==> src/rtl/keypad_pkg.sv <==
// ============================================================================
//  Module   : keypad_pkg
//  Purpose  : Shared types and helpers for the matrix keypad scanner.
//  Revision : 1.0  initial release
// ============================================================================
`default_nettype none

package keypad_pkg;

    typedef enum logic [1:0] {
        ST_RELEASED   = 2'd0,
        ST_PRESS_DB   = 2'd1,
        ST_PRESSED    = 2'd2,
        ST_RELEASE_DB = 2'd3
    } key_state_t;

    typedef enum logic [1:0] {
        CLS_NONE   = 2'd0,
        CLS_SINGLE = 2'd1,
        CLS_MULTI  = 2'd2
    } scan_class_t;

    function automatic int code_width(input int rows, input int cols);
        return (rows * cols > 1) ? $clog2(rows * cols) : 1;
    endfunction

endpackage

`default_nettype wire

==> src/rtl/keypad_col_sync.sv <==
// ============================================================================
//  Module   : keypad_col_sync
//  Purpose  : Two-flop synchroniser for the asynchronous column returns.
//  Revision : 1.0  initial release
// ============================================================================
`default_nettype none

module keypad_col_sync
    import keypad_pkg::*;
#(
    parameter int COLS = 4
) (
    input  logic            clk_1kHz,
    input  logic            i_rst_n,
    input  logic [COLS-1:0] i_col,
    output logic [COLS-1:0] o_col_sync
);

    logic [COLS-1:0] r_meta;
    logic [COLS-1:0] r_sync;

    // Idle level is all ones: columns are active-low.
    always_ff @(posedge clk_1kHz or negedge i_rst_n) begin
        if (!i_rst_n) begin
            r_meta <= '1;
            r_sync <= '1;
        end else begin
            r_meta <= i_col;
            r_sync <= r_meta;
        end
    end

    assign o_col_sync = r_sync;

endmodule

`default_nettype wire

==> src/rtl/keypad_scanner.sv <==
// ============================================================================
//  Module   : keypad_scanner
//  Purpose  : Row-strobed matrix keypad reader with scan-level debounce.
//             Define KEYPAD_REPEAT_EN to enable auto-repeat of held keys.
//  Revision : 1.0  initial release
// ============================================================================
`default_nettype none

module keypad_scanner
    import keypad_pkg::*;
#(
    parameter int ROWS           = 4,
    parameter int COLS           = 4,
    parameter int ROW_DWELL      = 3,
    parameter int DEBOUNCE_SCANS = 3,
    parameter int REPEAT_DELAY   = 40,
    parameter int REPEAT_PERIOD  = 8,
    localparam int CODE_W        = code_width(ROWS, COLS)
) (
    input  logic              clk_1kHz,
    input  logic              i_rst_n,
    input  logic [COLS-1:0]   i_col,
    output logic [ROWS-1:0]   o_row,
    output logic [CODE_W-1:0] o_key_code,
    output logic              o_key_valid,
    output logic              o_key_held
);

    localparam int ROW_W   = (ROWS > 1) ? $clog2(ROWS) : 1;
    localparam int DWELL_W = $clog2(ROW_DWELL + 1);
    localparam int DB_W    = $clog2(DEBOUNCE_SCANS + 1);

    logic [COLS-1:0]   w_col_sync;
    logic [ROWS-1:0]   r_row_n;
    logic [ROW_W-1:0]  r_row_idx;
    logic [DWELL_W-1:0] r_dwell;
    logic [COLS-1:0]   r_snap [ROWS];
    logic              r_eos;

    logic [1:0]        w_hits;
    logic [CODE_W-1:0] w_code;
    scan_class_t       w_cls;
    logic              w_match;
    logic              w_rpt_fire;

    key_state_t        r_state;
    logic [CODE_W-1:0] r_cand;
    logic [DB_W-1:0]   r_cnt;
    logic [CODE_W-1:0] r_key_code;
    logic              r_key_valid;
    logic              r_key_held;

    keypad_col_sync #(.COLS(COLS)) u_col_sync (
        .clk_1kHz   (clk_1kHz),
        .i_rst_n    (i_rst_n),
        .i_col      (i_col),
        .o_col_sync (w_col_sync)
    );

    // All-ones strobe only exists in reset, so it marks the first scan edge.
    always_ff @(posedge clk_1kHz or negedge i_rst_n) begin
        if (!i_rst_n) begin
            r_row_n   <= '1;
            r_row_idx <= '0;
            r_dwell   <= '0;
            r_eos     <= 1'b0;
            for (int r = 0; r < ROWS; r++) r_snap[r] <= '1;
        end else begin
            r_eos <= 1'b0;
            if (&r_row_n) begin
                r_row_n <= ~ROWS'(1);
            end else if (r_dwell == DWELL_W'(ROW_DWELL - 1)) begin
                r_snap[r_row_idx] <= w_col_sync;
                r_dwell           <= '0;
                if (r_row_idx == ROW_W'(ROWS - 1)) begin
                    r_row_idx <= '0;
                    r_row_n   <= ~ROWS'(1);
                    r_eos     <= 1'b1;
                end else begin
                    r_row_idx <= r_row_idx + 1'b1;
                    r_row_n   <= ~(ROWS'(1) << (r_row_idx + 1'b1));
                end
            end else begin
                r_dwell <= r_dwell + 1'b1;
            end
        end
    end

    // Descending walk leaves the lowest pressed code in w_code.
    always_comb begin
        w_hits = 2'd0;
        w_code = '0;
        for (int r = ROWS - 1; r >= 0; r--) begin
            for (int c = COLS - 1; c >= 0; c--) begin
                if (!r_snap[r][c]) begin
                    w_code = CODE_W'(r * COLS + c);
                    if (w_hits != 2'd2) w_hits = w_hits + 2'd1;
                end
            end
        end
        if (w_hits == 2'd0)      w_cls = CLS_NONE;
        else if (w_hits == 2'd1) w_cls = CLS_SINGLE;
        else                     w_cls = CLS_MULTI;
    end

    assign w_match = (w_cls == CLS_SINGLE) && (w_code == r_key_code);

`ifdef KEYPAD_REPEAT_EN
    localparam int RPT_MAX = (REPEAT_DELAY > REPEAT_PERIOD) ? REPEAT_DELAY : REPEAT_PERIOD;
    localparam int RPT_W   = $clog2(RPT_MAX + 1);

    logic [RPT_W-1:0] r_rpt_cnt;
    logic             r_rpt_first;

    assign w_rpt_fire = r_eos && (r_state == ST_PRESSED) && w_match &&
                        (r_rpt_cnt == (r_rpt_first ? RPT_W'(REPEAT_DELAY - 1)
                                                   : RPT_W'(REPEAT_PERIOD - 1)));

    // Cleared outside the held states, frozen while a release is debouncing.
    always_ff @(posedge clk_1kHz or negedge i_rst_n) begin
        if (!i_rst_n) begin
            r_rpt_cnt   <= '0;
            r_rpt_first <= 1'b1;
        end else if (r_state == ST_RELEASED || r_state == ST_PRESS_DB) begin
            r_rpt_cnt   <= '0;
            r_rpt_first <= 1'b1;
        end else if (r_eos && r_state == ST_PRESSED && w_match) begin
            if (w_rpt_fire) begin
                r_rpt_cnt   <= '0;
                r_rpt_first <= 1'b0;
            end else begin
                r_rpt_cnt <= r_rpt_cnt + 1'b1;
            end
        end
    end
`else
    // Repeat timing parameters are kept in the interface but have no effect here.
    assign w_rpt_fire = (REPEAT_DELAY < 0) && (REPEAT_PERIOD < 0);
`endif

    always_ff @(posedge clk_1kHz or negedge i_rst_n) begin
        if (!i_rst_n) begin
            r_state     <= ST_RELEASED;
            r_cand      <= '0;
            r_cnt       <= '0;
            r_key_code  <= '0;
            r_key_valid <= 1'b0;
            r_key_held  <= 1'b0;
        end else begin
            r_key_valid <= 1'b0;
            if (r_eos) begin
                case (r_state)
                    ST_RELEASED: begin
                        if (w_cls == CLS_SINGLE) begin
                            r_state <= ST_PRESS_DB;
                            r_cand  <= w_code;
                            r_cnt   <= DB_W'(1);
                        end
                    end
                    ST_PRESS_DB: begin
                        if (w_cls != CLS_SINGLE) begin
                            r_state <= ST_RELEASED;
                            r_cnt   <= '0;
                        end else if (w_code != r_cand) begin
                            r_cand <= w_code;
                            r_cnt  <= DB_W'(1);
                        end else if (r_cnt == DB_W'(DEBOUNCE_SCANS - 1)) begin
                            r_state     <= ST_PRESSED;
                            r_key_code  <= r_cand;
                            r_key_valid <= 1'b1;
                            r_key_held  <= 1'b1;
                            r_cnt       <= '0;
                        end else begin
                            r_cnt <= r_cnt + 1'b1;
                        end
                    end
                    ST_PRESSED: begin
                        if (!w_match) begin
                            r_state <= ST_RELEASE_DB;
                            r_cnt   <= DB_W'(1);
                        end else begin
                            r_key_valid <= w_rpt_fire;
                        end
                    end
                    ST_RELEASE_DB: begin
                        if (w_match) begin
                            r_state <= ST_PRESSED;
                            r_cnt   <= '0;
                        end else if (r_cnt == DB_W'(DEBOUNCE_SCANS - 1)) begin
                            r_state    <= ST_RELEASED;
                            r_key_held <= 1'b0;
                            r_cnt      <= '0;
                        end else begin
                            r_cnt <= r_cnt + 1'b1;
                        end
                    end
                    default: r_state <= ST_RELEASED;
                endcase
            end
        end
    end

    assign o_row       = r_row_n;
    assign o_key_code  = r_key_code;
    assign o_key_valid = r_key_valid;
    assign o_key_held  = r_key_held;

endmodule

`default_nettype wire

==> config.mk <==
export PLATFORM = sky130hd
export DESIGN_NAME = keypad_scanner
export DESIGN_NICKNAME = d
export VERILOG_FILES = /design/src/rtl/keypad_pkg.sv /design/src/rtl/keypad_col_sync.sv /design/src/rtl/keypad_scanner.sv
export SDC_FILE = /design/constraint.sdc
export NUM_CORES = 1
export LEC_CHECK = 0
export CAP_MARGIN = 15
export CORE_ASPECT_RATIO = 1.5
export CORE_MARGIN = 2
export CORE_UTILIZATION = 62
export DETAILED_ROUTE_END_ITERATION = 8
export GPL_TIMING_DRIVEN = 0
export PLACE_DENSITY = 0.81
export SLEW_MARGIN = 10
export SYNTH_ARGS = -nofsm -noshare
export SYNTH_HDL_FRONTEND = slang
export SYNTH_SLANG_ARGS = --single-unit
==> constraint.sdc <==
create_clock -name clk_1kHz -period 7.2 [get_ports clk_1kHz]
set_input_delay 1.08 -clock clk_1kHz [delete_from_list [all_inputs] [get_ports clk_1kHz]]
set_output_delay 1.08 -clock clk_1kHz [all_outputs]
set_load 0.02 [all_outputs]
==> flow_metrics.tcl, run 1 <==
set metrics [dict create \
    initialDrtViolationCount 368 \
    worst_setup_path_start_kind "register" \
    busiest_layer "met2" \
    core_area_mm2 0.00609 \
    worst_slew_pin_slew_ps 606 \
    critical_path_class "reg -> reg" \
    layout_commonest_cell "nand2_1" \
    grt_pass1_wl_mm 15.2 \
    clk_pin_slew_worst_paths_ps 90 \
    vias 3590 \
    ys_seq_elements 47 \
    p_comb_share_pct 46.3 \
    end_kind "register" \
    fp.dieW_um 68.5 \
    grt_pass1_vias 3399 \
    syn_nets 457 \
    synthesis.area_mm2 0.00387 \
    numCtsBuffers 5 \
    clk_path_buf_depth 2 \
    skew_ps 8.70 \
    final_util_pct 72.6 \
    final_cell_mix "nand2_1, nor2_1, dfstp_2" \
    postSynthAreaPerCell_um2 8.79 \
    yosys_most_used_dff "dfstp_2" \
    root_buffer "clkbuf_8" \
    dp_cells 530 \
    min_to "u_col_sync.o_col_sync[3]$_DFF_PN1_" \
    nNetsFinal 487 \
    cts_hold_buffers 0 \
    timing.slew.headroom_pct 59.2 \
    finalHoldViolCount 0 \
    final.setup.tns_ps 0 \
    min_path_cells 0 \
    hold_path.startpoint "u_col_sync.r_meta[3]$_DFF_PN1_" \
    dieArea_mm2 0.00690 \
    cp.required_ps 7380 \
    ys_seq_area_share_pct 31.3 \
    rows 35 \
    clkPwrFrac_pct 18.7 \
    clkSinkCount 47 \
    rrSetupSlack_ps 330 \
    power.switching_mw 0.348 \
    port_buffers 15 \
    fin_crit_sh_pct 95.4 \
    max_cap_violations 0 \
    ant_nets 0 \
    via_per_inst 6.59 \
    dr.pass1.iters 6 \
    initial_core_util_pct 63.5 \
    power_density_mw_per_mm2 201 \
    ys_async_sr_fraction_pct 100 \
    fmax_mhz 146 \
    diodes 0 \
    whs_ps 353 \
    syn-instance-count 440 \
    switching_share_pct 39.3 \
    antenna_found_initial 0 \
    grt_use_met1_pct 32.7 \
    critical_path_arrival_ps 7050 \
    die_h_um 101 \
    cts_tree "done" \
    fin_cells 545 \
    pwr-share-seq_pct 35.0 \
    io-pin-count 16 \
    clock_latency_ps 300 \
    yosys.cell_types.count 79 \
    period_minus_slack_ps 6870 \
    critPathLaunch "r_snap[2]$_DFFE_PN1P_" \
    internal-power_mw 0.538 \
    status "finished clean" \
    globalplace.congestion 0.888 \
    finalWirelength_mm 9.19 \
    crit_fanout 9 \
    worst_r2r_endpoint "r_cand[1]$_DFFE_PN0P_" \
    wire_per_inst_um 16.9 \
    use_met3_pct 3.24 \
    drv_slew 0 \
    yosys_warnings 0 \
    vdd_ir_drop_max_mv 0.220 \
    syn2layout_area_growth_pct 14.3 \
    grtUsageMet2_pct 51.6 \
    setup_violations 0 \
    min_path_type "reg -> reg" \
    r2r_cells 29 \
    grt_max_degree 41 \
    cpMaxStageDelayCell "dfstp_2" \
    drive_gt1_share_pct 21.9 \
    drc_errors 0 \
    p_leak_nw 1.78 \
    r2r_start "r_snap[2]$_DFFE_PN1P_" \
    htree_levels 2 \
    max_stage_delay_ps 570 \
    grt_use_total_pct 28.1 \
    grt_overflow_total 0 \
    synth_edf_count 0 \
    dp_hpwl_mm 6.65 \
]
[registers in the layout (all words and copies together), names as in the netlist, 2 cells and up]
signal                 flops
r_cand                     4
r_cnt                      2
r_dwell                    2
o_key_code                 4
r_row_idx                  2
u_col_sync.r_meta          4
r_snap                    16
r_state                    2
o_row                      4
u_col_sync.o_col_sync      4
[logic make-up (layout without fill, tap and decap cells)]
group           after synthesis  count (layout)  synth area share, %
buf+inv                      49              80                 5.44
mux                          23              23                 6.93
fa+ha+maj                    11              11                 3.56
xor+xnor                     18              18                 4.56
compound gates              149             149                 29.1
simple gates                143             143                 19.1
flops                        47              47                 31.3
[power by group through the flow]
stage,logic [mW],clock network [mW],registers (mW)
2_1_floorplan,0.278,0,0.311
3_3_place_gp,0.344,0,0.311
3_5_place_dp,0.355,0,0.314
4_1_cts,0.358,0.171,0.309
5_1_grt,0.450,0.178,0.313
6_report,0.410,0.166,0.310
[Yosys cell counts, types with 5 or more instances]
master,count,share of area (%)
a21oi_1,18,2.3
nand2_1,35,3.4
dfrtp_1,19,12
xor2_1,5,1.1
o22ai_1,5,0.81
inv_1,27,2.6
a31oi_1,8,1.3
mux2_2,14,4.1
dfstp_2,28,19
a211oi_1,7,1.4
a21o_1,8,1.6
nand2b_1,7,1.1
nand3_1,16,2.1
a211o_1,6,1.4
nand4_1,7,1.1
clkbuf_1,12,1.2
ha_1,11,3.6
nor2_1,32,3.1
o211ai_1,11,2.1
nor3_1,8,1.0
o21ai_0,23,3.0
xnor2_1,12,2.7
and2_1,7,1.1
nor4_1,5,0.81
o21a_1,7,1.4
nor2b_1,5,0.81
[per-stage QoR]
stage | power (mW) | setup slack, ps | cell area [um2]
3_3_place_gp | 0.655 | 189 | 4110
4_1_cts | 0.838 | 20.6 | 4220
3_5_place_dp | 0.668 | 107 | 4120
5_1_grt | 0.941 | -9.16 | 4420
6_report | 0.886 | 328 | 4420
2_1_floorplan | 0.589 | 717 | 3870
[per-layer routing]
metal | vias to the layer above | wire, um
met2 | 118 | 4960
li1 | 1708 | -
met4 | 0 | 236
met5 | - | 0
met3 | 30 | 299
met1 | 1734 | 3690
[how the worst max path moves through the flow]
stage | slack, ps | endpoint | cells past startpoint
floorplan | 720 | r_cand[1]$_DFFE_PN0P_ | 29
global placement | 190 | r_cand[3]$_DFFE_PN0P_ | 29
detailed placement | 110 | r_cand[1]$_DFFE_PN0P_ | 29
CTS | 20 | o_key_code[1]$_DFFE_PN0P_ | 29
global route | -9 | r_cand[2]$_DFFE_PN0P_ | 29
finish | 330 | r_cand[1]$_DFFE_PN0P_ | 29
[layout make-up]
class | count | area (um2)
Multi-Input combinational cell | 344 | 2590
Fill cell | 466 | 1670
Sequential cell | 47 | 1210
Timing Repair Buffer | 23 | 218
Buffer | 22 | 109
Inverter | 27 | 101
Tap cell | 74 | 92.6
Clock buffer | 6 | 82.6
Clock inverter | 2 | 15.0
[timing repair]
| action | CTS | global route |
|---|---|---|
| endpoints found under the setup margin | 0 | 14 |
| buffers inserted | 0 | 7 |
| gates resized for setup | 0 | 27 |
[critical path: cells and delay by family (launching register included)]
| kind | cells | cell delay [ps] |
|---|---|---|
| XOR/XNOR | 1 | 180 |
| AND/OR/NAND/NOR | 12 | 2700 |
| multiplexers | 1 | 340 |
| buffers and inverters | 6 | 800 |
| adder cells (fa/ha/maj) | 2 | 540 |
| flip-flops | 1 | 570 |
| AO/OA/AOI/OAI | 7 | 1630 |
Note: power is estimated with default switching activity, not from simulation.
==> run 2: changes to the inputs <==
--- a/config.mk
+++ b/config.mk
@@ -9,6 +9,7 @@
 export CORE_ASPECT_RATIO = 1.5
 export CORE_MARGIN = 2
 export CORE_UTILIZATION = 62
+export CTS_CLUSTER_DIAMETER = 30
 export DETAILED_ROUTE_END_ITERATION = 8
 export GPL_TIMING_DRIVEN = 0
 export PLACE_DENSITY = 0.81
==> results of run 2 <==
The final DEF is identical to that of run 1; final timing and power are the same.
==> run 3: changes to the inputs <==
==> constraint.sdc (replaced) <==
create_clock -name clk_1kHz -period 6.7 [get_ports clk_1kHz]
set_input_delay 1.005 -clock clk_1kHz [delete_from_list [all_inputs] [get_ports clk_1kHz]]
set_output_delay 1.005 -clock clk_1kHz [all_outputs]
set_load 0.02 [all_outputs]
==> run 3 against run 2 <==
Combinational power up 20%. Via count increased by 2.1%. Cell count increased by 2.2%. Largest cell class unchanged.
==> flow_metrics.tcl, run 3 (synthesized netlist as in run 1, its figures left out) <==
set metrics [dict create \
    max_stage_delay_ps 540 \
    cts_tree "done" \
    dieArea_mm2 0.00690 \
    ant_nets 0 \
    vias 3667 \
    htree_levels 2 \
    diodes 0 \
    switching_share_pct 38.9 \
    internal-power_mw 0.614 \
    dp_hpwl_mm 6.65 \
    pwr-share-seq_pct 33.2 \
    timing.slew.headroom_pct 53.7 \
    min_to "u_col_sync.o_col_sync[3]$_DFF_PN1_" \
    nNetsFinal 499 \
    setup_violations 0 \
    min_path_type "reg -> reg" \
    core_area_mm2 0.00609 \
    globalplace.congestion 0.888 \
    antenna_found_initial 0 \
    p_leak_nw 1.89 \
    clkPwrFrac_pct 17.7 \
    power_density_mw_per_mm2 218 \
    grt_pass1_wl_mm 15.5 \
    end_kind "register" \
    p_comb_share_pct 49.0 \
    fin_crit_sh_pct 97.5 \
    placed_area_mm2 0.00412 \
    wire_per_inst_um 17.2 \
    numCtsBuffers 5 \
    crit_fanout 7 \
    final_util_pct 75.9 \
    io-pin-count 16 \
    place_ws_ps -393 \
    drive_gt1_share_pct 27.7 \
    skew_ps 7.01 \
    hold_path.startpoint "u_col_sync.r_meta[3]$_DFF_PN1_" \
    critical_path_class "reg -> reg" \
    worst_setup_path_start_kind "register" \
    clkSinkCount 47 \
    die_h_um 101 \
    initialDrtViolationCount 378 \
    fin_area_mm2 0.00462 \
    power.switching_mw 0.391 \
    via_per_inst 6.58 \
    final_cell_mix "nand2_1, nor2_1, dfstp_2" \
    drv_slew 0 \
    clk_pin_slew_worst_paths_ps 90 \
    syn2layout_area_growth_pct 19.4 \
    rrSetupSlack_ps 170 \
    clk_path_buf_depth 2 \
    finalWirelength_mm 9.58 \
    status "finished clean" \
    grt_max_degree 41 \
    min_path_cells 0 \
    grt_overflow_total 0 \
    r2r_cells 28 \
    r2r_start "r_snap[2]$_DFFE_PN1P_" \
    root_buffer "clkbuf_8" \
    initial_core_util_pct 63.5 \
    grt_pass1_vias 3449 \
    layout_commonest_cell "nand2_1" \
    final.setup.tns_ps 0 \
    worst_slew_pin_slew_ps 688 \
    largest_reg_flops 16 \
    worst_r2r_endpoint "r_cand[1]$_DFFE_PN0P_" \
    rows 35 \
    clock_latency_ps 300 \
    period_minus_slack_ps 6530 \
    grt_use_total_pct 28.6 \
    drc_errors 0 \
    vdd_ir_drop_max_mv 0.241 \
    layout_setup_ws_ps 170 \
    fp.dieW_um 68.5 \
    cts_hold_buffers 0 \
    dr.pass1.iters 5 \
    fmax_mhz 153 \
    cpMaxStageDelayCell "dfstp_2" \
    critical_path_arrival_ps 6710 \
    cp.required_ps 6880 \
    largest_register "r_snap" \
    max_cap_violations 0 \
    port_buffers 15 \
    finalHoldViolCount 0 \
]
==> run 3: changes by cell type in the layout (fill, tap and decap cells not counted), sizes merged <==
cell / before / now
buf: 19 / 32
clkbuf: 18 / 17
==> run 3: area by class of cell <==
type	instances	area, um2
Fill cell	424	1470
Clock inverter	2	15.0
Buffer	19	104
Tap cell	74	92.6
Sequential cell	47	1210
Clock buffer	6	82.6
Multi-Input combinational cell	344	2680
Timing Repair Buffer	38	334
Inverter	27	104
==> run 3: how the worst max path moves through the flow <==
stage               slack (ps)                     to                  start
finish                     170  r_cand[1]$_DFFE_PN0P_  r_snap[2]$_DFFE_PN1P_
global route              -140  r_cand[2]$_DFFE_PN0P_  r_snap[2]$_DFFE_PN1P_
CTS                          2  r_cand[1]$_DFFE_PN0P_  r_snap[3]$_DFFE_PN1P_
detailed placement        -390  r_cand[1]$_DFFE_PN0P_  r_snap[2]$_DFFE_PN1P_
global placement          -310  r_cand[3]$_DFFE_PN0P_  r_snap[2]$_DFFE_PN1P_
floorplan                  220  r_cand[1]$_DFFE_PN0P_  r_snap[2]$_DFFE_PN1P_
==> run 3: power by group through the flow <==
stage,Combinational (mW),Clock [mW],Sequential (mW)
floorplan,0.299,0,0.335
global placement,0.369,0,0.335
detailed placement,0.381,0,0.337
CTS,0.418,0.183,0.332
global route,0.534,0.192,0.336
finish,0.493,0.178,0.334
==> run 3: through the flow <==
step	total power [mW]	std cells	hold WS, ps
after global routing	1.06	557	363
after global placement	0.704	529	347
final	1.01	557	354
after CTS	0.933	547	359
after floorplan	0.633	440	345
after detailed placement	0.718	530	347
==> run 3: worst max-delay path, delay by kind of cell (launching register included) <==
kind / cells / cell delay [ps]
flops: 1 / 540
fa+ha+maj: 2 / 550
simple gates: 10 / 1620
compound gates: 11 / 2810
mux: 1 / 340
buf+inv: 4 / 540
==> run 3: repair_timing <==
| item | in CTS | in global routing |
|---|---|---|
| resized for setup | 16 | 39 |
| pin swaps | 8 | 28 |
| setup endpoints to repair | 14 | 14 |
| buffers inserted | 9 | 13 |
==> run 3: layer usage <==
| metal | track usage (%) | part of all wire, % | vias up |
|---|---|---|---|
| li1 | - | - | 1737 |
| met1 | 33.2 | 40 | 1790 |
| met2 | 53.3 | 55 | 124 |
| met3 | 3.13 | 3.0 | 16 |
| met4 | 7.85 | 1.7 | 0 |
| met5 | 0 | 0 | - |
==> RTL edit 1 (settings of run 2) <==
The option `KEYPAD_REPEAT_EN` is turned on by a define.
--- a/src/rtl/keypad_scanner.sv
+++ b/src/rtl/keypad_scanner.sv
@@ -6,4 +6,6 @@
 // ============================================================================
 `default_nettype none
+
+`define KEYPAD_REPEAT_EN
 
 module keypad_scanner
Behaviour: no difference found for any inputs over 10 cycles, from zero or initial values and one cycle with i_rst_n low; that may be too few to reach the edited logic, so the function may still have changed.
==> RTL edit 1 against run 2 <==
  * The run now ends with negative setup slack left
  * Die area is 16% higher
  * Sequential cell count up 7
  * Critical path type unchanged
  * Non-clock buffer count rose by 47
  * Power up 43%
  * Area after synthesis increased by 17%
  * Worst setup slack worse by 660 ps
  * Final area is 30% higher
  * Wire length is 31% higher
==> RTL edit 1: results (changes against run 2) <==
| Metric | Value |
|---|---|
| Top cells by count, synth | 46 x nand2_1, 37 x nor2_1, 29 x dfstp_2 |
| Drt via density | 6.71 (+1.8%) |
| Crit path max fanout | 7 (-2) |
| First-pass GRT wire length | 18600 um (+23%) |
| Multi-input logic area | 0.00337 mm^2 (+30%) |
| FILL cells | 434 (-6.9%) |
| Mapped cell area | 0.00450 mm^2 (+17%) |
| Met1 GRT Util | 33.9% (+1.1 points) |
| Final Setup Violations | 4 (+4) |
| Metal-1 WL | 4930 um (+33%) |
| Share of the yosys chip area belonging to registers | 30.8% (-0.52 points) |
| Vias | 4372 (+22%) |
| DR pass1 iterations | 5 (-1) |
| P_comb | 734 uW (+79%) |
| Fraction of area in multi-input gates | 58.5% (-0.10 points) |
| Share of cells above drive strength 1 | 38.1% (+16 points) |
| Vias in the first global route | 4104 (+21%) |
| Top cells by area, synth | dfstp_2 17%, dfrtp_1 14%, mux2_2 5.0%, ha_1 4.4%, nand2_1 3.8% |
| Run status | finished, violations left |
| Routing usage on met3 | 3.26% (+0.022 points) |
| Worst setup margin | -330 ps (-659 ps) |
| Worst-Margin Slew | 927 ps (+320 ps) |
| Non-clock buffers | 92 (+100%) |
| Failing checks | negative setup slack |
| Switching power share of the total | 41.6% (+2.3 points) |
| Largest net degree at the start of global routing | 40 (-2.4%) |
| Switching pwr | 527 uW (+51%) |
| Gr usage total | 29.1% (+0.97 points) |
| CTS resizes | 55 (+55) |
| Synth Net Count | 520 (+14%) |
| Met2 Resource Use GR | 53.3% (+1.7 points) |
| CP max stage delay | 590 ps (+20 ps) |
| Worst clock skew | 9.33 ps (+0.630 ps) |
| R2R depth | 28 (-3.4%) |
| Routed wl met2 | 6500 um (+31%) |
| Clock buf/inv share | 1.70% (-0.51 points) |
| Reg clk slew, reported paths | 110 ps (+20 ps) |
| Final non-clock buffer share | 12.6% (+5.2 points) |
| Final wirelength | 12100 um (+31%) |
| Sink Count | 54 (+15%) |
## RTL edit 1: cell families (layout without fill, tap and decap cells)
logic type                 after synthesis  count (layout)  synth area share (%)
AOI/OAI and AO/OA                      147             147                  26.4
xor gates and xnor gates                17              17                  3.97
adders and majority gates               16              16                  4.44
buffers and inverters                   46             120                  4.86
DFF                                     54              54                  30.8
muxes                                   28              28                  6.81
and+or+nand+nor                        190             190                  22.7
## RTL edit 1: worst min-delay path by stage
stage | startpoint | to | slack [ps] | cells after the start
4_1_cts | u_col_sync.r_meta[1]$_DFF_PN1_ | u_col_sync.o_col_sync[1]$_DFF_PN1_ | 360 | 0
3_3_place_gp | u_col_sync.r_meta[0]$_DFF_PN1_ | u_col_sync.o_col_sync[0]$_DFF_PN1_ | 350 | 0
6_report | u_col_sync.r_meta[1]$_DFF_PN1_ | u_col_sync.o_col_sync[1]$_DFF_PN1_ | 360 | 0
2_1_floorplan | u_col_sync.r_meta[0]$_DFF_PN1_ | u_col_sync.o_col_sync[0]$_DFF_PN1_ | 350 | 0
3_5_place_dp | u_col_sync.r_meta[2]$_DFF_PN1_ | u_col_sync.o_col_sync[2]$_DFF_PN1_ | 350 | 0
5_1_grt | u_col_sync.r_meta[0]$_DFF_PN1_ | u_col_sync.o_col_sync[0]$_DFF_PN1_ | 360 | 0
## RTL edit 1: worst reg2reg max path: cells and delay by family (launching register included)
family	cells	cell delay, ps
AOI/OAI and AO/OA	11	3200
muxes	1	190
and+or+nand+nor	7	1950
xor gates and xnor gates	1	160
buffers and inverters	6	810
DFF	1	590
adders and majority gates	2	550
==> RTL edit 2 (flow settings as in run 2) <==
Made on the original files. The 4 states of `key_state_t` get a one-hot encoding in 4 bits.
--- a/src/rtl/keypad_pkg.sv
+++ b/src/rtl/keypad_pkg.sv
@@ -8,9 +8,9 @@
 package keypad_pkg;
 
-    typedef enum logic [1:0] {
-        ST_RELEASED   = 2'd0,
-        ST_PRESS_DB   = 2'd1,
-        ST_PRESSED    = 2'd2,
-        ST_RELEASE_DB = 2'd3
+    typedef enum logic [3:0] {
+        ST_RELEASED   = 4'b0001,
+        ST_PRESS_DB   = 4'b0010,
+        ST_PRESSED    = 4'b0100,
+        ST_RELEASE_DB = 4'b1000
     } key_state_t;
 
Formal check against the unedited RTL: no difference found for any inputs over 10 cycles, from zero or initial values and one cycle with i_rst_n low; not proved beyond that.
==> RTL edit 2 against run 2 <==
  * Power grew 6.6%
  * Non-clock buffer count shrank 12
  * Sequential cell count grew 2
  * Worst setup slack lost 23 ps
  * Critical path depth is the same
  * Area after synthesis grew 0.71%
  * Count of clock-buffer cells in the layout is the same
  * Sequential power grew 6%
  * Wire length shrank 3.4%
  * Final area shrank 0.93%
  * Critical endpoint is now r_state[2]$_DFFE_PN0P_
  * Largest power group unchanged
==> RTL edit 2: results (changes against run 2) <==
| Metric | Value |
|---|---|
| Run status | finished clean |
| Max reg flops | 16 (unchanged) |
| Seq/total area | 28.8% (+1.4 points) |
| Gr usage total | 27.1% (-0.99 points) |
| WL per Instance | 17.0 um (+1.1%) |
| Post-placement setup slack | 339 ps (+231 ps) |
| Vias | 3430 (-4.5%) |
| Fraction of area in multi-input gates | 59.0% (+0.41 points) |
| Largest net degree at the start of global routing | 35 (-15%) |
| # nets final | 463 (-4.9%) |
| FILL cells | 473 (+1.5%) |
| Top cells by area, synth | dfstp_2 20%, dfrtp_1 13%, mux2_2 4.9%, nand2_1 4.8%, ha_1 3.5% |
| First-pass GRT wire length | 14700 um (-3.3%) |
| Worst-Margin Slew | 1100 ps (+497 ps) |
| Num CTS Buffers | 5 (unchanged) |
| Invs w/o clock | 18 (-33%) |
| CTS resizes | 0 (unchanged) |
| Vias in the first global route | 3301 (-2.9%) |
| Worst vdd ir | 0.000241 V (+9.6%) |
| Synth Net Count | 439 (-3.9%) |
| Share of cells above drive strength 1 | 22.4% (+0.50 points) |
| Clock buf/inv share | 2.83% (+0.62 points) |
| Post-synthesis xor/xnor area fraction | 4.88% (+0.32 points) |
| Share of the yosys chip area belonging to registers | 32.4% (+1.1 points) |
| Multi-input logic area | 0.00258 mm^2 (-0.24%) |
| Syn Inst Count | 422 (-4.1%) |
| Worst reg2reg startpoint | r_snap[3]$_DFFE_PN1P_ |
| Final non-clock buffer share | 5.66% (-1.7 points) |
| Data arrival, critical path | 7080 ps (+30 ps) |
| 1st-iter DRT viols | 270 (-27%) |
| Crit path max fanout | 9 (unchanged) |
| Mux cell area share after synthesis | 8.71% (+1.8 points) |
| Register bit total from synthesis | 49 (+4.3%) |
| Multi-In Gates | 339 (-1.5%) |
| Post-synthesis cell type count | 89 (+13%) |
| Pleak | 1.80 nW (+1.2%) |
| Placer Congestion | 0.900 (+1.4%) |
| Dpl cell area | 0.00415 mm^2 (+0.67%) |
| Crit start category | flop |
| Cell count after placement | 512 (-3.4%) |
| HPWL Detailed | 6540 um (-1.7%) |
| Final wirelength | 8880 um (-3.4%) |
| Worst clock skew | 10.3 ps (+1.64 ps) |
| Top cells by count, synth | 50 x nand2_1, 29 x dfstp_2, 20 x dfrtp_1, 20 x nor2_1 |
| Post-Synth Adder-Cell Area | 3.53% (-0.025 points) |
| DR pass1 iterations | 7 (+1) |
| Non-clock buffers | 33 (-27%) |
-- RTL edit 2: report_power, final --
group / total, mW / switching, mW / internal (mW)
Clock: 0.203 / 0.0881 / 0.115
Combinational: 0.413 / 0.241 / 0.171
Sequential: 0.329 / 0.0252 / 0.304
-- RTL edit 2: per-layer routing --
layer  GRT usage, %  vias up  part of all wire, %
met5              0        -                    0
met4           9.35        0                  3.1
met3           2.57       30                  3.1
met2           50.7      105                   54
met1           30.8     1660                   40
li1               -     1635                    -
-- RTL edit 2: worst paths after layout --
check,end,slack (ps),cells past startpoint
hold / removal,u_col_sync.o_col_sync[3]$_DFF_PN1_,350,0
max in group asynchronous,r_snap[13]$_DFFE_PN1P_,5960,2
hold reg to reg,u_col_sync.o_col_sync[3]$_DFF_PN1_,350,0
setup reg to reg,r_state[2]$_DFFE_PN0P_,310,29
setup / recovery,r_state[2]$_DFFE_PN0P_,310,29
min in group asynchronous,r_snap[2]$_DFFE_PN1P_,960,1
